**src/rtl/mem_port_arbiter_if.sv**
```systemverilog
// Handshake bundle between the CPU fetch/load-store paths, the arbiter and the single-port memory.
// The slave modport is the arbiter's view; master is the view of everything around it.
interface mem_port_arbiter_if #(
  parameter int ADDR_W = 32,
  parameter int DATA_W = 32
);
  logic              if_req_w_i_h;
  logic [ADDR_W-1:0] if_addr_w_i;
  logic              if_gnt_w_o_h;
  logic              if_rvalid_w_o_h;
  logic [DATA_W-1:0] if_rdata_w_o;

  logic              d_req_w_i_h;
  logic              d_we_w_i_h;
  logic [ADDR_W-1:0] d_addr_w_i;
  logic [DATA_W-1:0] d_wdata_w_i;
  logic [1:0]        d_byte_sel_w_i;
  logic              d_gnt_w_o_h;
  logic              d_rvalid_w_o_h;
  logic [DATA_W-1:0] d_rdata_w_o;

  logic              mem_req_w_o_h;
  logic              mem_we_w_o_h;
  logic [ADDR_W-1:0] mem_addr_w_o;
  logic [DATA_W-1:0] mem_wdata_w_o;
  logic [1:0]        mem_byte_sel_w_o;
  logic              mem_ack_w_i_h;
  logic [DATA_W-1:0] mem_rdata_w_i;

  logic              stall_w_o_h;
  logic              err_w_o_h;

  modport slave (
    input  if_req_w_i_h, if_addr_w_i,
    output if_gnt_w_o_h, if_rvalid_w_o_h, if_rdata_w_o,
    input  d_req_w_i_h, d_we_w_i_h, d_addr_w_i, d_wdata_w_i, d_byte_sel_w_i,
    output d_gnt_w_o_h, d_rvalid_w_o_h, d_rdata_w_o,
    output mem_req_w_o_h, mem_we_w_o_h, mem_addr_w_o, mem_wdata_w_o, mem_byte_sel_w_o,
    input  mem_ack_w_i_h, mem_rdata_w_i,
    output stall_w_o_h, err_w_o_h
  );

  modport master (
    output if_req_w_i_h, if_addr_w_i,
    input  if_gnt_w_o_h, if_rvalid_w_o_h, if_rdata_w_o,
    output d_req_w_i_h, d_we_w_i_h, d_addr_w_i, d_wdata_w_i, d_byte_sel_w_i,
    input  d_gnt_w_o_h, d_rvalid_w_o_h, d_rdata_w_o,
    input  mem_req_w_o_h, mem_we_w_o_h, mem_addr_w_o, mem_wdata_w_o, mem_byte_sel_w_o,
    output mem_ack_w_i_h, mem_rdata_w_i,
    input  stall_w_o_h, err_w_o_h
  );
endinterface

```
**src/rtl/mem_port_arbiter.sv**
```systemverilog
// Arbitrates fetch vs load/store onto one single-port memory, alternating priority on contention.
// Latency: grant 1 cycle after request, rvalid 1 cycle after mem ack; all outputs registered.
// Backpressure: stall held for the whole busy window; MEM_ARB_TIMEOUT_EN adds a busy-cycle abort.
module mem_port_arbiter #(
  parameter int ADDR_W         = 32,
  parameter int DATA_W         = 32,
  parameter int TIMEOUT_CYCLES = 255
) (
  input  logic             clk_w_i,
  input  logic             res_w_i_l,
  mem_port_arbiter_if.slave bus
);

  typedef enum logic [1:0] {IDLE, BUSY_I, BUSY_D} state_t;

  state_t state;
  logic   last_d;
  logic   pick_d;
  logic   pick_i;

  if (TIMEOUT_CYCLES < 1 || TIMEOUT_CYCLES > 65535) begin : g_bad_timeout
    $error("mem_port_arbiter: TIMEOUT_CYCLES must be in 1..65535");
  end

  // Data wins a tie unless it also won the previous grant.
  assign pick_d = bus.d_req_w_i_h && (!bus.if_req_w_i_h || !last_d);
  assign pick_i = bus.if_req_w_i_h && !pick_d;

`ifdef MEM_ARB_TIMEOUT_EN
  localparam logic [15:0] TIMEOUT_LAST = 16'(TIMEOUT_CYCLES - 1);
  logic [15:0] busy_cnt;
  logic        err_q;
  assign bus.err_w_o_h = err_q;
`else
  assign bus.err_w_o_h = 1'b0;
`endif

  always_ff @(posedge clk_w_i or negedge res_w_i_l) begin
    if (!res_w_i_l) begin
      state                <= IDLE;
      last_d               <= 1'b0;
      bus.if_gnt_w_o_h     <= 1'b0;
      bus.if_rvalid_w_o_h  <= 1'b0;
      bus.if_rdata_w_o     <= {DATA_W{1'b0}};
      bus.d_gnt_w_o_h      <= 1'b0;
      bus.d_rvalid_w_o_h   <= 1'b0;
      bus.d_rdata_w_o      <= {DATA_W{1'b0}};
      bus.mem_req_w_o_h    <= 1'b0;
      bus.mem_we_w_o_h     <= 1'b0;
      bus.mem_addr_w_o     <= {ADDR_W{1'b0}};
      bus.mem_wdata_w_o    <= {DATA_W{1'b0}};
      bus.mem_byte_sel_w_o <= 2'b00;
      bus.stall_w_o_h      <= 1'b0;
`ifdef MEM_ARB_TIMEOUT_EN
      busy_cnt             <= 16'd0;
      err_q                <= 1'b0;
`endif
    end else begin
      bus.if_gnt_w_o_h    <= 1'b0;
      bus.d_gnt_w_o_h     <= 1'b0;
      bus.if_rvalid_w_o_h <= 1'b0;
      bus.d_rvalid_w_o_h  <= 1'b0;
`ifdef MEM_ARB_TIMEOUT_EN
      err_q               <= 1'b0;
`endif
      case (state)
        IDLE: begin
          if (pick_d) begin
            state                <= BUSY_D;
            last_d               <= 1'b1;
            bus.d_gnt_w_o_h      <= 1'b1;
            bus.mem_req_w_o_h    <= 1'b1;
            bus.mem_we_w_o_h     <= bus.d_we_w_i_h;
            bus.mem_addr_w_o     <= bus.d_addr_w_i;
            bus.mem_wdata_w_o    <= bus.d_wdata_w_i;
            bus.mem_byte_sel_w_o <= bus.d_byte_sel_w_i;
            bus.stall_w_o_h      <= 1'b1;
`ifdef MEM_ARB_TIMEOUT_EN
            busy_cnt             <= 16'd0;
`endif
          end else if (pick_i) begin
            state                <= BUSY_I;
            last_d               <= 1'b0;
            bus.if_gnt_w_o_h     <= 1'b1;
            bus.mem_req_w_o_h    <= 1'b1;
            bus.mem_we_w_o_h     <= 1'b0;
            bus.mem_addr_w_o     <= bus.if_addr_w_i;
            bus.mem_wdata_w_o    <= {DATA_W{1'b0}};
            bus.mem_byte_sel_w_o <= 2'b00;
            bus.stall_w_o_h      <= 1'b1;
`ifdef MEM_ARB_TIMEOUT_EN
            busy_cnt             <= 16'd0;
`endif
          end
        end
        BUSY_I, BUSY_D: begin
          if (bus.mem_ack_w_i_h) begin
            if (state == BUSY_I) begin
              bus.if_rdata_w_o    <= bus.mem_rdata_w_i;
              bus.if_rvalid_w_o_h <= 1'b1;
            end else begin
              // Stores leave the last load result visible.
              if (!bus.mem_we_w_o_h) bus.d_rdata_w_o <= bus.mem_rdata_w_i;
              bus.d_rvalid_w_o_h <= 1'b1;
            end
            bus.mem_req_w_o_h <= 1'b0;
            bus.stall_w_o_h   <= 1'b0;
            state             <= IDLE;
          end
`ifdef MEM_ARB_TIMEOUT_EN
          else if (busy_cnt == TIMEOUT_LAST) begin
            if (state == BUSY_I) begin
              bus.if_rdata_w_o    <= {DATA_W{1'b1}};
              bus.if_rvalid_w_o_h <= 1'b1;
            end else begin
              bus.d_rdata_w_o    <= {DATA_W{1'b1}};
              bus.d_rvalid_w_o_h <= 1'b1;
            end
            err_q             <= 1'b1;
            bus.mem_req_w_o_h <= 1'b0;
            bus.stall_w_o_h   <= 1'b0;
            state             <= IDLE;
          end else begin
            busy_cnt <= busy_cnt + 16'd1;
          end
`endif
        end
        default: state <= IDLE;
      endcase
    end
  end

endmodule

```
**src/flat_wrapper.sv**
```systemverilog
// flat-port wrapper written by rule: the top's interface ports become plain ports
module mem_port_arbiter_flat 
#(
  parameter int ADDR_W         = 32,
  parameter int DATA_W         = 32,
  parameter int TIMEOUT_CYCLES = 255
)
  (clk_w_i, res_w_i_l, bus_if_req_w_i_h, bus_if_addr_w_i, bus_if_gnt_w_o_h, bus_if_rvalid_w_o_h, bus_if_rdata_w_o, bus_d_req_w_i_h, bus_d_we_w_i_h, bus_d_addr_w_i, bus_d_wdata_w_i, bus_d_byte_sel_w_i, bus_d_gnt_w_o_h, bus_d_rvalid_w_o_h, bus_d_rdata_w_o, bus_mem_req_w_o_h, bus_mem_we_w_o_h, bus_mem_addr_w_o, bus_mem_wdata_w_o, bus_mem_byte_sel_w_o, bus_mem_ack_w_i_h, bus_mem_rdata_w_i, bus_stall_w_o_h, bus_err_w_o_h);
  mem_port_arbiter_if #(.ADDR_W(ADDR_W), .DATA_W(DATA_W)) bus_i ();
  input  logic clk_w_i;
  input  logic res_w_i_l;
  input wire logic [$bits(bus_i.if_req_w_i_h)-1:0] bus_if_req_w_i_h;
  input wire logic [$bits(bus_i.if_addr_w_i)-1:0] bus_if_addr_w_i;
  output wire logic [$bits(bus_i.if_gnt_w_o_h)-1:0] bus_if_gnt_w_o_h;
  output wire logic [$bits(bus_i.if_rvalid_w_o_h)-1:0] bus_if_rvalid_w_o_h;
  output wire logic [$bits(bus_i.if_rdata_w_o)-1:0] bus_if_rdata_w_o;
  input wire logic [$bits(bus_i.d_req_w_i_h)-1:0] bus_d_req_w_i_h;
  input wire logic [$bits(bus_i.d_we_w_i_h)-1:0] bus_d_we_w_i_h;
  input wire logic [$bits(bus_i.d_addr_w_i)-1:0] bus_d_addr_w_i;
  input wire logic [$bits(bus_i.d_wdata_w_i)-1:0] bus_d_wdata_w_i;
  input wire logic [$bits(bus_i.d_byte_sel_w_i)-1:0] bus_d_byte_sel_w_i;
  output wire logic [$bits(bus_i.d_gnt_w_o_h)-1:0] bus_d_gnt_w_o_h;
  output wire logic [$bits(bus_i.d_rvalid_w_o_h)-1:0] bus_d_rvalid_w_o_h;
  output wire logic [$bits(bus_i.d_rdata_w_o)-1:0] bus_d_rdata_w_o;
  output wire logic [$bits(bus_i.mem_req_w_o_h)-1:0] bus_mem_req_w_o_h;
  output wire logic [$bits(bus_i.mem_we_w_o_h)-1:0] bus_mem_we_w_o_h;
  output wire logic [$bits(bus_i.mem_addr_w_o)-1:0] bus_mem_addr_w_o;
  output wire logic [$bits(bus_i.mem_wdata_w_o)-1:0] bus_mem_wdata_w_o;
  output wire logic [$bits(bus_i.mem_byte_sel_w_o)-1:0] bus_mem_byte_sel_w_o;
  input wire logic [$bits(bus_i.mem_ack_w_i_h)-1:0] bus_mem_ack_w_i_h;
  input wire logic [$bits(bus_i.mem_rdata_w_i)-1:0] bus_mem_rdata_w_i;
  output wire logic [$bits(bus_i.stall_w_o_h)-1:0] bus_stall_w_o_h;
  output wire logic [$bits(bus_i.err_w_o_h)-1:0] bus_err_w_o_h;
  assign bus_i.if_req_w_i_h = bus_if_req_w_i_h;
  assign bus_i.if_addr_w_i = bus_if_addr_w_i;
  assign bus_if_gnt_w_o_h = bus_i.if_gnt_w_o_h;
  assign bus_if_rvalid_w_o_h = bus_i.if_rvalid_w_o_h;
  assign bus_if_rdata_w_o = bus_i.if_rdata_w_o;
  assign bus_i.d_req_w_i_h = bus_d_req_w_i_h;
  assign bus_i.d_we_w_i_h = bus_d_we_w_i_h;
  assign bus_i.d_addr_w_i = bus_d_addr_w_i;
  assign bus_i.d_wdata_w_i = bus_d_wdata_w_i;
  assign bus_i.d_byte_sel_w_i = bus_d_byte_sel_w_i;
  assign bus_d_gnt_w_o_h = bus_i.d_gnt_w_o_h;
  assign bus_d_rvalid_w_o_h = bus_i.d_rvalid_w_o_h;
  assign bus_d_rdata_w_o = bus_i.d_rdata_w_o;
  assign bus_mem_req_w_o_h = bus_i.mem_req_w_o_h;
  assign bus_mem_we_w_o_h = bus_i.mem_we_w_o_h;
  assign bus_mem_addr_w_o = bus_i.mem_addr_w_o;
  assign bus_mem_wdata_w_o = bus_i.mem_wdata_w_o;
  assign bus_mem_byte_sel_w_o = bus_i.mem_byte_sel_w_o;
  assign bus_i.mem_ack_w_i_h = bus_mem_ack_w_i_h;
  assign bus_i.mem_rdata_w_i = bus_mem_rdata_w_i;
  assign bus_stall_w_o_h = bus_i.stall_w_o_h;
  assign bus_err_w_o_h = bus_i.err_w_o_h;
  mem_port_arbiter #(.ADDR_W(ADDR_W), .DATA_W(DATA_W), .TIMEOUT_CYCLES(TIMEOUT_CYCLES)) u_core (.clk_w_i(clk_w_i), .res_w_i_l(res_w_i_l), .bus(bus_i));
endmodule
```
**config.mk**
```make
export PLATFORM = sky130hd
export DESIGN_NAME = mem_port_arbiter_flat
export DESIGN_NICKNAME = d
export VERILOG_FILES = /design/src/rtl/mem_port_arbiter_if.sv /design/src/rtl/mem_port_arbiter.sv /design/src/flat_wrapper.sv
export SDC_FILE = /design/constraint.sdc
export NUM_CORES = 1
export LEC_CHECK = 0
export CAP_MARGIN = 20
export CORE_MARGIN = 8
export CORE_UTILIZATION = 26
export DETAILED_ROUTE_END_ITERATION = 12
export PLACE_DENSITY_LB_ADDON = 0.2
export SYNTH_ARGS = -nofsm -noshare
export SYNTH_HDL_FRONTEND = slang
export SYNTH_SLANG_ARGS = --single-unit
```
**constraint.sdc**
```tcl
create_clock -name clk_w_i -period 4.6 [get_ports clk_w_i]
set_clock_uncertainty 0.05 [all_clocks]
set_input_delay 0.46 -clock clk_w_i [delete_from_list [all_inputs] [get_ports clk_w_i]]
set_output_delay 0.46 -clock clk_w_i [all_outputs]
set_load 0.005 [all_outputs]
```
# [Yosys cells after proc, flatten, opt, wreduce, memory -nomap -nowiden]
# Index checks and enable logic that the tools add are counted.
[op_classes] n_lt_le_gt_ge=0 n_addsub=0 eq_ne=4 n_bitwise=2 n_mux=28 shifts=0 multipliers=0 n_div=0 n_reduce_logical=15
[op_table] cell="$mux W32" n=4
[op_table] cell="$mux W1" n=17
[op_table] cell="$mux W2" n=5
[op_table] cell="$reduce_and A3 Y1" n=2
[op_table] cell="$pmux W2 S2" n=1
[op_table] cell="$reduce_and A2 Y1" n=2
[op_table] cell="$reduce_and A4 Y1" n=1
[op_table] cell="$reduce_bool A2 Y1" n=2
[op_table] cell="$logic_not A1 Y1" n=3
[op_table] cell="$ne A3 B1 Y1 const B" n=1
[op_table] cell="$eq A2 B1 Y1 const B" n=1
[op_table] cell="$eq A2 B2 Y1 const B" n=1
[op_table] cell="$logic_and A1 B1 Y1" n=2
[op_table] cell="$logic_not A2 Y1" n=1
[op_table] cell="$ne A2 B2 Y1 const B" n=1
[op_table] cell="$not A1 Y1" n=2
[op_table] cell="$pmux W1 S2" n=1
[op_table] cell="$reduce_or A2 Y1" n=1
[op_table] cell="$logic_or A1 B1 Y1" n=1
[totals] romBits=0 mem_count=0 regBits=139 wordCells=62 mem_bits_rw=0 out_inout_bits=138 latch_bits=0

# [Depth between registers and ports, before layout]
[logic_depth] depth_word=8 depth_mapped=6 mapped_depth_nobuf=5

# [Worst setup path before layout]
# Ideal clock, no wire load.
[synth_timing] path_type="reg-to-reg" from="reg u_core.state[0]" to="reg u_core.bus.d_rdata_w_o[10]" setup_ps=125 setup_slack_ps=2852 required_ps=4425 arrival_time_ps=1573 stages_incl_launch_ff=7 cell_sequence="dfrtp_1 inv_1 ha_1 nand2_1 nor3_2 buf_4 mux2_2"
[synth_via] elab_chain_len=3
[synth_lines] element="from (decl)" line="mem_port_arbiter.sv:16" rtl="state_t state;"
[synth_lines] element="from (signal assigned)" line="mem_port_arbiter.sv:40" rtl="state <= IDLE;"
[synth_lines] element="from (signal assigned)" line="mem_port_arbiter.sv:69" rtl="state <= BUSY_D;"
[synth_lines] element="from (signal assigned)" line="mem_port_arbiter.sv:82" rtl="state <= BUSY_I;"
[synth_lines] element="$eq A2 B2 Y1 / $eq A2 B1 Y1 (equally long branches)" line="mem_port_arbiter.sv:66, mem_port_arbiter.sv:98"
[synth_lines] element="$reduce_or A2 Y1 / $not A1 Y1 (equally long branches)"
[synth_lines] element="$reduce_and A4 Y1 (no line) (*)"
[synth_lines] element="to (signal assigned)" line="mem_port_arbiter.sv:47" rtl="bus.d_rdata_w_o <= {DATA_W{1'b0}};"
[synth_lines] element="to (signal assigned)" line="mem_port_arbiter.sv:103" rtl="if (!bus.mem_we_w_o_h) bus.d_rdata_w_o <= bus.mem_rdata_w_i;"
[synth_lines] element="to (decl)" line="mem_port_arbiter_if.sv:37" rtl="output d_gnt_w_o_h, d_rvalid_w_o_h, d_rdata_w_o,"
# Mark *: on every way between the ends. The rest lies on a longest branch, timed or not.
# A chain may end at the register's enable or synchronous reset.

# [Final worst setup path]
[layout_timing] from="in bus_if_req_w_i_h" to="reg u_core.bus.mem_wdata_w_o[15]"
[layout_via] elab_chain_len=7
[layout_lines] element="from (decl)" line="flat_wrapper.sv:12" rtl="input wire logic [$bits(bus_i.if_req_w_i_h)-1:0] bus_if_req_w_i_h;"
[layout_lines] element="$logic_not A1 Y1" line="mem_port_arbiter.sv:26" rtl="assign pick_d = bus.d_req_w_i_h && (!bus.if_req_w_i_h || !last_d);"
[layout_lines] element="$logic_or A1 B1 Y1" line="mem_port_arbiter.sv:26"
[layout_lines] element="$logic_and A1 B1 Y1" line="mem_port_arbiter.sv:26"
[layout_lines] element="$logic_not A1 Y1" line="mem_port_arbiter.sv:27" rtl="assign pick_i = bus.if_req_w_i_h && !pick_d;"
[layout_lines] element="$logic_and A1 B1 Y1" line="mem_port_arbiter.sv:27"
[layout_lines] element="$reduce_bool A2 Y1 (no line)"
[layout_lines] element="$reduce_and A2 Y1 (no line)"
[layout_lines] element="to (signal assigned)" line="mem_port_arbiter.sv:51" rtl="bus.mem_wdata_w_o <= {DATA_W{1'b0}};"
[layout_lines] element="to (signal assigned)" line="mem_port_arbiter.sv:75" rtl="bus.mem_wdata_w_o <= bus.d_wdata_w_i;"
[layout_lines] element="to (signal assigned)" line="mem_port_arbiter.sv:88" rtl="bus.mem_wdata_w_o <= {DATA_W{1'b0}};"
[layout_lines] element="to (decl)" line="mem_port_arbiter_if.sv:38" rtl="output mem_req_w_o_h, mem_we_w_o_h, mem_addr_w_o, mem_wdata_w_o, mem_byte_sel_w_o,"
# Several ways; a longest one is shown, not always the timed one.

==> summary.md <==
| Metric | Value |
|---|---|
| Post-synthesis simple-gate area fraction | `5.272%` |
| Initial antenna violation count | `0` |
| Die area | `25790 µm²` |
| Clk_lat worst skew | `0.41 ns` |
| Critical path class | `primary input to flip-flop` |
| Total negative slack | `0 ns` |
| Max-cap violations | `0` |
| Fin crit period | `about 2.6 ns` |
| Avg Vias per Cell | `4.503` |
| RePlAce Congestion | `between 0.7 and 0.8` |
| Worst setup margin | `around 2.0 ns` |
| First drt pass iteration count | `6` |
| Cells after DPL | `944` |
| CTS sink cnt | `139` |
| Worst VDD drop | `266.7 µV` |
| TritonCTS clock tree | `yes` |
| M2 GR Usage | `23.09%` |
| Internal power | `0.004282 W` |
| Startpoint types | `primary input` |
| Cell variety after synth | `27` |
| Starting Density | `between 20% and 30%` |
| Pwr per Cell Area | `688.2 nW/µm²` |
| Die X | `between 150 and 200 µm` |
| Grt met3 use | `5.170%` |
| Max H-tree Level | `4` |
| Synthesized area | `5435 µm²` |
| M1 GR Usage | `15.64%` |
| Cells after synthesis | `422` |
| Synth Warn # | `0` |
| DRT Wirelength | `17960 µm` |
| Largest family of logic cells by synthesized area | `multiplexers` |
| First-pass GRT wire length | `27890 µm` |
| Combinational Power Share | `43.9%` |
| Sw frac | `30.87%` |
| Synthesized-area fraction occupied by adder cells | `less than 1%` |
| Seq pwr share | `34.9%` |
| CTS max path bufs | `2` |
| Final Hold Fails | `0` |
| Setup bufs post-CTS | `0` |
| Synth area leaders | `dfrtp_1 (64%), mux2_2 (13%), a21oi_1 (6.0%)` |
| CP Capture Type | `flip-flop` |
| Synth Area in Compound Gates | `roughly an eighth` |
| Port Buffers | `272` |
| Max Slew Vio Count | `0` |
| Critical path data arrival time | `just under 3 ns` |
| Clk root buf | `clkbuf_16` |
| Mux cell area share after synthesis | `between 10% and 20%` |
| Dpl hpwl | `13110 µm` |
| Wire length per cell | `approximately 18 µm` |
| CTS clock-pin slew for the worst setup and hold paths | `0.06 ns` |
| Total gr overflow | `0` |
| Post-Layout Cell Count | `978` |
| DR iter-0 viols | `129` |
| RSZ-0062 raised after global routing | `false` |
| Num CTS Buffers | `17` |
| Hold_ws | `0.3828 ns` |
| Slew headroom | `37.95%` |
| Dpl ws | `1.528 ns` |
| #FFs+latches synth | `139` |
| Fraction of layout cells with a size suffix above 1 | `15.08%` |
| GR peak layer | `met2` |
| Syn_nets | `561` |
| Lkg Pwr | `3.807 nW` |
| Die H | `160.6 µm` |
| NetSw | `0.001912 W` |
| Diode count | `0` |
| Post-layout util | `a little over two fifths` |
| Fmax achieved | `0.3801 GHz` |
| Rows | `53` |
| Worst-margin pin slew | `0.9297 ns` |
| Antenna-violating nets left | `0` |
| Final setup violation count | `0` |
| Clock power share | `around a fifth` |
| Sequential-to-total area share from yosys stat | `64.00%` |
| Core footprint | `20760 µm²` |
| I/O pin count | `274` |
| NumNets Final | `829` |
| Required time of the critical path | `4.89 ns` |
| Vias in the first global route | `4757` |
| Fin crit share | `57.20%` |
| Largest net degree at the start of global routing | `about 110` |
| Hold WC Path Type | `primary input to asynchronous set/reset pin` |
| # DRC | `0` |
| Via count | `4404` |
| Post-Synth XOR/XNOR Area | `0%` |
| Synthesized area per cell | `12.88 µm²` |
| Global Route Usage Sum | `13.93%` |
| Status | `complete, no violations` |
| Synth top area share | `64.00%` |
| Area Overhead vs Synth | `65.58%` |
| CP max FO | `33` |
| Area leader, netlist | `dfrtp_1` |
## through the flow
step	area (µm²)	total power (W)
CTS	8962	0.006311
global placement	8379	0.004872
floorplan	5435	0.003258
finish	9000	0.006193
detailed placement	8394	0.004946
global route	9000	0.006596
## registers in the layout (all words and copies together), names as in the netlist
register / cells
u_core.bus.d_gnt_w_o_h: 1
u_core.bus.mem_byte_sel_w_o: 2
u_core.last_d: 1
u_core.bus.mem_wdata_w_o: 32
u_core.bus.if_rvalid_w_o_h: 1
u_core.bus.d_rdata_w_o: 32
u_core.bus.mem_req_w_o_h: 1
u_core.state: 2
u_core.bus.mem_addr_w_o: 32
u_core.bus.mem_we_w_o_h: 1
u_core.bus.if_gnt_w_o_h: 1
u_core.bus.if_rdata_w_o: 32
u_core.bus.d_rvalid_w_o_h: 1
## final timing paths
check,cells past startpoint,startpoint,slack [ns],to
worst max-delay path,5,bus_if_req_w_i_h,1.97,u_core.bus.mem_wdata_w_o[15]
worst min-delay path,2,res_w_i_l,0.38,u_core.bus.if_rdata_w_o[23]
worst max register to register,4,u_core.last_d,2.18,u_core.bus.mem_wdata_w_o[15]
worst min register to register,1,u_core.bus.mem_wdata_w_o[19],0.45,u_core.bus.mem_wdata_w_o[19]
max in group asynchronous,4,res_w_i_l,2.99,u_core.bus.mem_addr_w_o[25]
min in group clk_w_i,1,u_core.bus.mem_wdata_w_o[19],0.45,u_core.bus.mem_wdata_w_o[19]
## final cells by class
| type | instances | area (µm²) |
|---|---|---|
| Clock buffer | 20 | 456.7 |
| Clock inverter | 12 | 111.4 |
| Fill cell | 1881 | 11760 |
| Inverter | 4 | 15.01 |
| Multi-Input combinational cell | 249 | 1788 |
| Sequential cell | 139 | 3478 |
| Tap cell | 275 | 344.1 |
| Timing Repair Buffer | 279 | 2806 |
## logic make-up after synthesis
logic type,count (synthesis)
simple gates,72
fa+ha+maj,3
mux,66
flops,139
buf+inv,34
other cells,1
compound gates,107
## Yosys cell counts
cell      count
buf_2        15
buf_1         3
and2_1        1
o21a_1        1
a21bo_2       1
clkbuf_1      4
dfrtp_1     139
a21o_1        1
nand3_1       1
ha_1          3
o31ai_1       2
mux2i_1       1
a22o_1       35
conb_1        1
a21oi_1      65
and3_1        1
nor3_2        1
buf_4         5
a21boi_4      1
mux2_2       63
inv_1         4
buf_6         3
nand2_1      34
mux2_1        2
nor2_1       33
nor3b_1       1
o21ai_2       1
## repair_timing
item                                   in CTS  in global routing
gates resized for setup                     0                  0
endpoints found under the hold margin       0                 12
hold buffers                                0                  1
## metal layers
| layer | part of all wire (%) | vias to the layer above |
|---|---|---|
| met5 | 0 | - |
| met1 | 39 | 2159 |
| met2 | 50 | 198 |
| met4 | 3.0 | 0 |
| met3 | 8.2 | 30 |
| li1 | - | 2017 |
## power groups by stage
| stage | registers (W) | clock network (W) | logic [W] |
|---|---|---|---|
| floorplan | 0.00219 | 0 | 0.00107 |
| global placement | 0.00216 | 0 | 0.00271 |
| detailed placement | 0.00217 | 0 | 0.00277 |
| CTS | 0.00216 | 0.00137 | 0.00278 |
| global route | 0.00223 | 0.00141 | 0.00295 |
| finish | 0.00216 | 0.00131 | 0.00272 |
## placed cells by master, fill, tap and decap left out, types with 2 or more instances in the layout
master	count
clkbuf_16	17
clkinvlp_4	3
ha_1	3
mux2_2	63
nor2_1	33
nand2_1	34
clkdlybuf4s50_1	271
dfrtp_1	139
clkbuf_8	2
clkinv_2	3
mux2_1	2
buf_4	4
inv_6	4
a22o_1	35
o31ai_1	2
inv_1	4
a21oi_1	65
## worst max-delay path: stages
cell             delay [ns]
clkdlybuf4s50_1        0.56
a21boi_4               0.78
and2_1                 0.49
buf_4                  0.40
a22o_1                 0.21
Power figures use the tool's default switching activity.
==> edit 1 (config.mk and constraints unchanged) <==
`ADDR_W` is set to 32 in 3 places; all go to 28.
--- a/src/rtl/mem_port_arbiter_if.sv
+++ b/src/rtl/mem_port_arbiter_if.sv
@@ -1,7 +1,7 @@
 // Handshake bundle between the CPU fetch/load-store paths, the arbiter and the single-port memory.
 // The slave modport is the arbiter's view; master is the view of everything around it.
 interface mem_port_arbiter_if #(
-  parameter int ADDR_W = 32,
+  parameter int ADDR_W = 28,
   parameter int DATA_W = 32
 );
   logic              if_req_w_i_h;
--- a/src/rtl/mem_port_arbiter.sv
+++ b/src/rtl/mem_port_arbiter.sv
@@ -2,7 +2,7 @@
 // Latency: grant 1 cycle after request, rvalid 1 cycle after mem ack; all outputs registered.
 // Backpressure: stall held for the whole busy window; MEM_ARB_TIMEOUT_EN adds a busy-cycle abort.
 module mem_port_arbiter #(
-  parameter int ADDR_W         = 32,
+  parameter int ADDR_W         = 28,
   parameter int DATA_W         = 32,
   parameter int TIMEOUT_CYCLES = 255
 ) (
--- a/src/flat_wrapper.sv
+++ b/src/flat_wrapper.sv
@@ -1,7 +1,7 @@
 // flat-port wrapper written by rule: the top's interface ports become plain ports
 module mem_port_arbiter_flat 
 #(
-  parameter int ADDR_W         = 32,
+  parameter int ADDR_W         = 28,
   parameter int DATA_W         = 32,
   parameter int TIMEOUT_CYCLES = 255
 )
Interface: changed (resized bus_d_addr_w_i, bus_if_addr_w_i and bus_mem_addr_w_o); port bits go from 274 to 262. No check against the original RTL was run, so the function may have changed too.
==> edit 1 against the unedited design <==
- cell count decreased by 4.1%
- power fell by 2.6%
- count of clock-buffer cells in the layout unchanged
- combinational power decreased by 5%
- synthesized area down 3.3%
- design area fell by 3.6%
- wire length shrank 6.7%
- sequential cell count decreased by 4
- setup slack improved by 0.34 ns
- critical path type is now reg2reg
- highest routed layer unchanged
==> edit 1: results (changes against the unedited design) <==
| Metric | Value |
|---|---|
| DR vias/cell | 4.39 (was 4.50) |
| Clk Latency, worst-skew pair | 0.40 ns |
| Commonest cells post-synth | dfrtp_1, mux2_2, a21oi_1 (was dfrtp_1, a21oi_1, mux2_2) |
| Slew at the pin closest to its max-slew limit | 1.04 ns (was 0.930 ns) |
| Share of layout cells above drive strength 1 | 0.157 (was 0.151) |
| Initial antenna violation count | 0 (unchanged) |
| Nets | 787 (was 829) |
| Delay of the slowest critical-path stage | 0.72 ns (was 0.78 ns) |
| Post-Route WL | 16,800 um (was 18,000 um) |
| DR pass1 iterations | 4 (was 6) |
| Sequential-to-total area share from yosys stat | 0.643 (was 0.640) |
| Dpl cell area | 0.00808 mm^2 (was 0.00839 mm^2) |
| CTS buffer count | 17 (unchanged) |
| Distinct cells, synth | 26 (was 27) |
| Slowest-stage cell, CP | nand3_2 (was a21boi_4) |
| Port bufs | 260 (was 272) |
| Min-Delay Path Class | in2async (unchanged) |
| Vias in the first global route | 4,561 (was 4,757) |
| WP data arrival | 2.52 ns (was 2.92 ns) |
| Max rail drop VDD | 0.000254 V (was 0.000267 V) |
| First-pass GRT wire length | 25,700 um (was 27,900 um) |
| Rows | 52 (was 53) |
| GPL Wtd Cong | 0.756 (was 0.788) |
| Switching power | 0.00181 W (was 0.00191 W) |
| Synthesized netlist net count | 530 (was 561) |
| Global-route usage over all layers | 0.133 (was 0.139) |
| Lkg Pwr | 3.68 nW (was 3.81 nW) |
| Largest net degree at the start of global routing | 101 (was 111) |
| Status | complete, no violations (unchanged) |
| Largest cells by area after synthesis | dfrtp_1, mux2_2, a22o_1 (was dfrtp_1, mux2_2, a21oi_1) |
-- edit 1: worst max-delay path: cells and delay by family (launching register included) --
kind / cells / cell delay, ns
simple gates: 1 / 0.72
mux: 1 / 0.57
flops: 1 / 0.37
fa+ha+maj: 1 / 0.35
buf+inv: 1 / 0.07
-- edit 1: layout make-up --
cell class              instances  area, um^2
clock buffers                  20         467
clock inverters                11         123
fillers                      1917       11400
inverters                       4        15.0
multi-input cells             233        1710
flip-flops and latches        135        3380
well taps                     270         338
repair buffers                265        2640
-- edit 1: power groups by stage --
| stage | clock, W | combinational [W] | sequential (W) |
|---|---|---|---|
| finish | 0.00136 | 0.00258 | 0.00209 |
| CTS | 0.00140 | 0.00266 | 0.00210 |
| detailed placement | 0 | 0.00265 | 0.00211 |
| global route | 0.00146 | 0.00280 | 0.00217 |
| global placement | 0 | 0.00261 | 0.00209 |
| floorplan | 0 | 0.00104 | 0.00212 |
-- edit 1: logic make-up (layout without fill, tap and decap cells) --
family,after synthesis,in the layout,synth area share
flip-flops,135,135,0.643
adder cells (fa/ha/maj),3,3,0.00714
AND/OR/NAND/NOR,64,64,0.0500
other,1,1,0.000714
buffers and inverters,31,300,0.0348
AO/OA/AOI/OAI,99,99,0.123
multiplexers,66,66,0.141
-- edit 1: per-stage QoR --
step	std cells	utilization	setup slack [ns]	hold WS [ns]
floorplan	399	-	2.90	0.114
global route	938	0.433	2.13	0.174
global placement	907	0.403	2.09	0.419
CTS	938	0.433	2.26	0.150
finish	938	0.433	2.31	0.0885
detailed placement	907	0.403	2.04	0.431
-- edit 1: path summary, 6_finish.rpt --
kind / end / start / cells past startpoint / slack [ns]
max in group asynchronous: u_core.bus.if_rdata_w_o[20]$_DFFE_PN0P_ / res_w_i_l / 2 / 3.32
worst min register to register: u_core.bus.d_rdata_w_o[5]$_DFFE_PN0P_ / u_core.bus.d_rdata_w_o[5]$_DFFE_PN0P_ / 1 / 0.44
worst max register to register: u_core.bus.if_rdata_w_o[14]$_DFFE_PN0P_ / u_core.state[0]$_DFFE_PN0P_ / 4 / 2.31
worst max-delay path: u_core.bus.if_rdata_w_o[14]$_DFFE_PN0P_ / u_core.state[0]$_DFFE_PN0P_ / 4 / 2.31
worst min-delay path: u_core.bus.d_rdata_w_o[24]$_DFFE_PN0P_ / res_w_i_l / 1 / 0.09
min in group clk_w_i: u_core.bus.d_rdata_w_o[5]$_DFFE_PN0P_ / u_core.bus.d_rdata_w_o[5]$_DFFE_PN0P_ / 1 / 0.44
-- edit 1: metal layers --
metal | wire length (um) | track usage
met5 | 0 | 0
met4 | 279 | 0.0471
met3 | 1250 | 0.0461
met2 | 8550 | 0.228
met1 | 6680 | 0.150
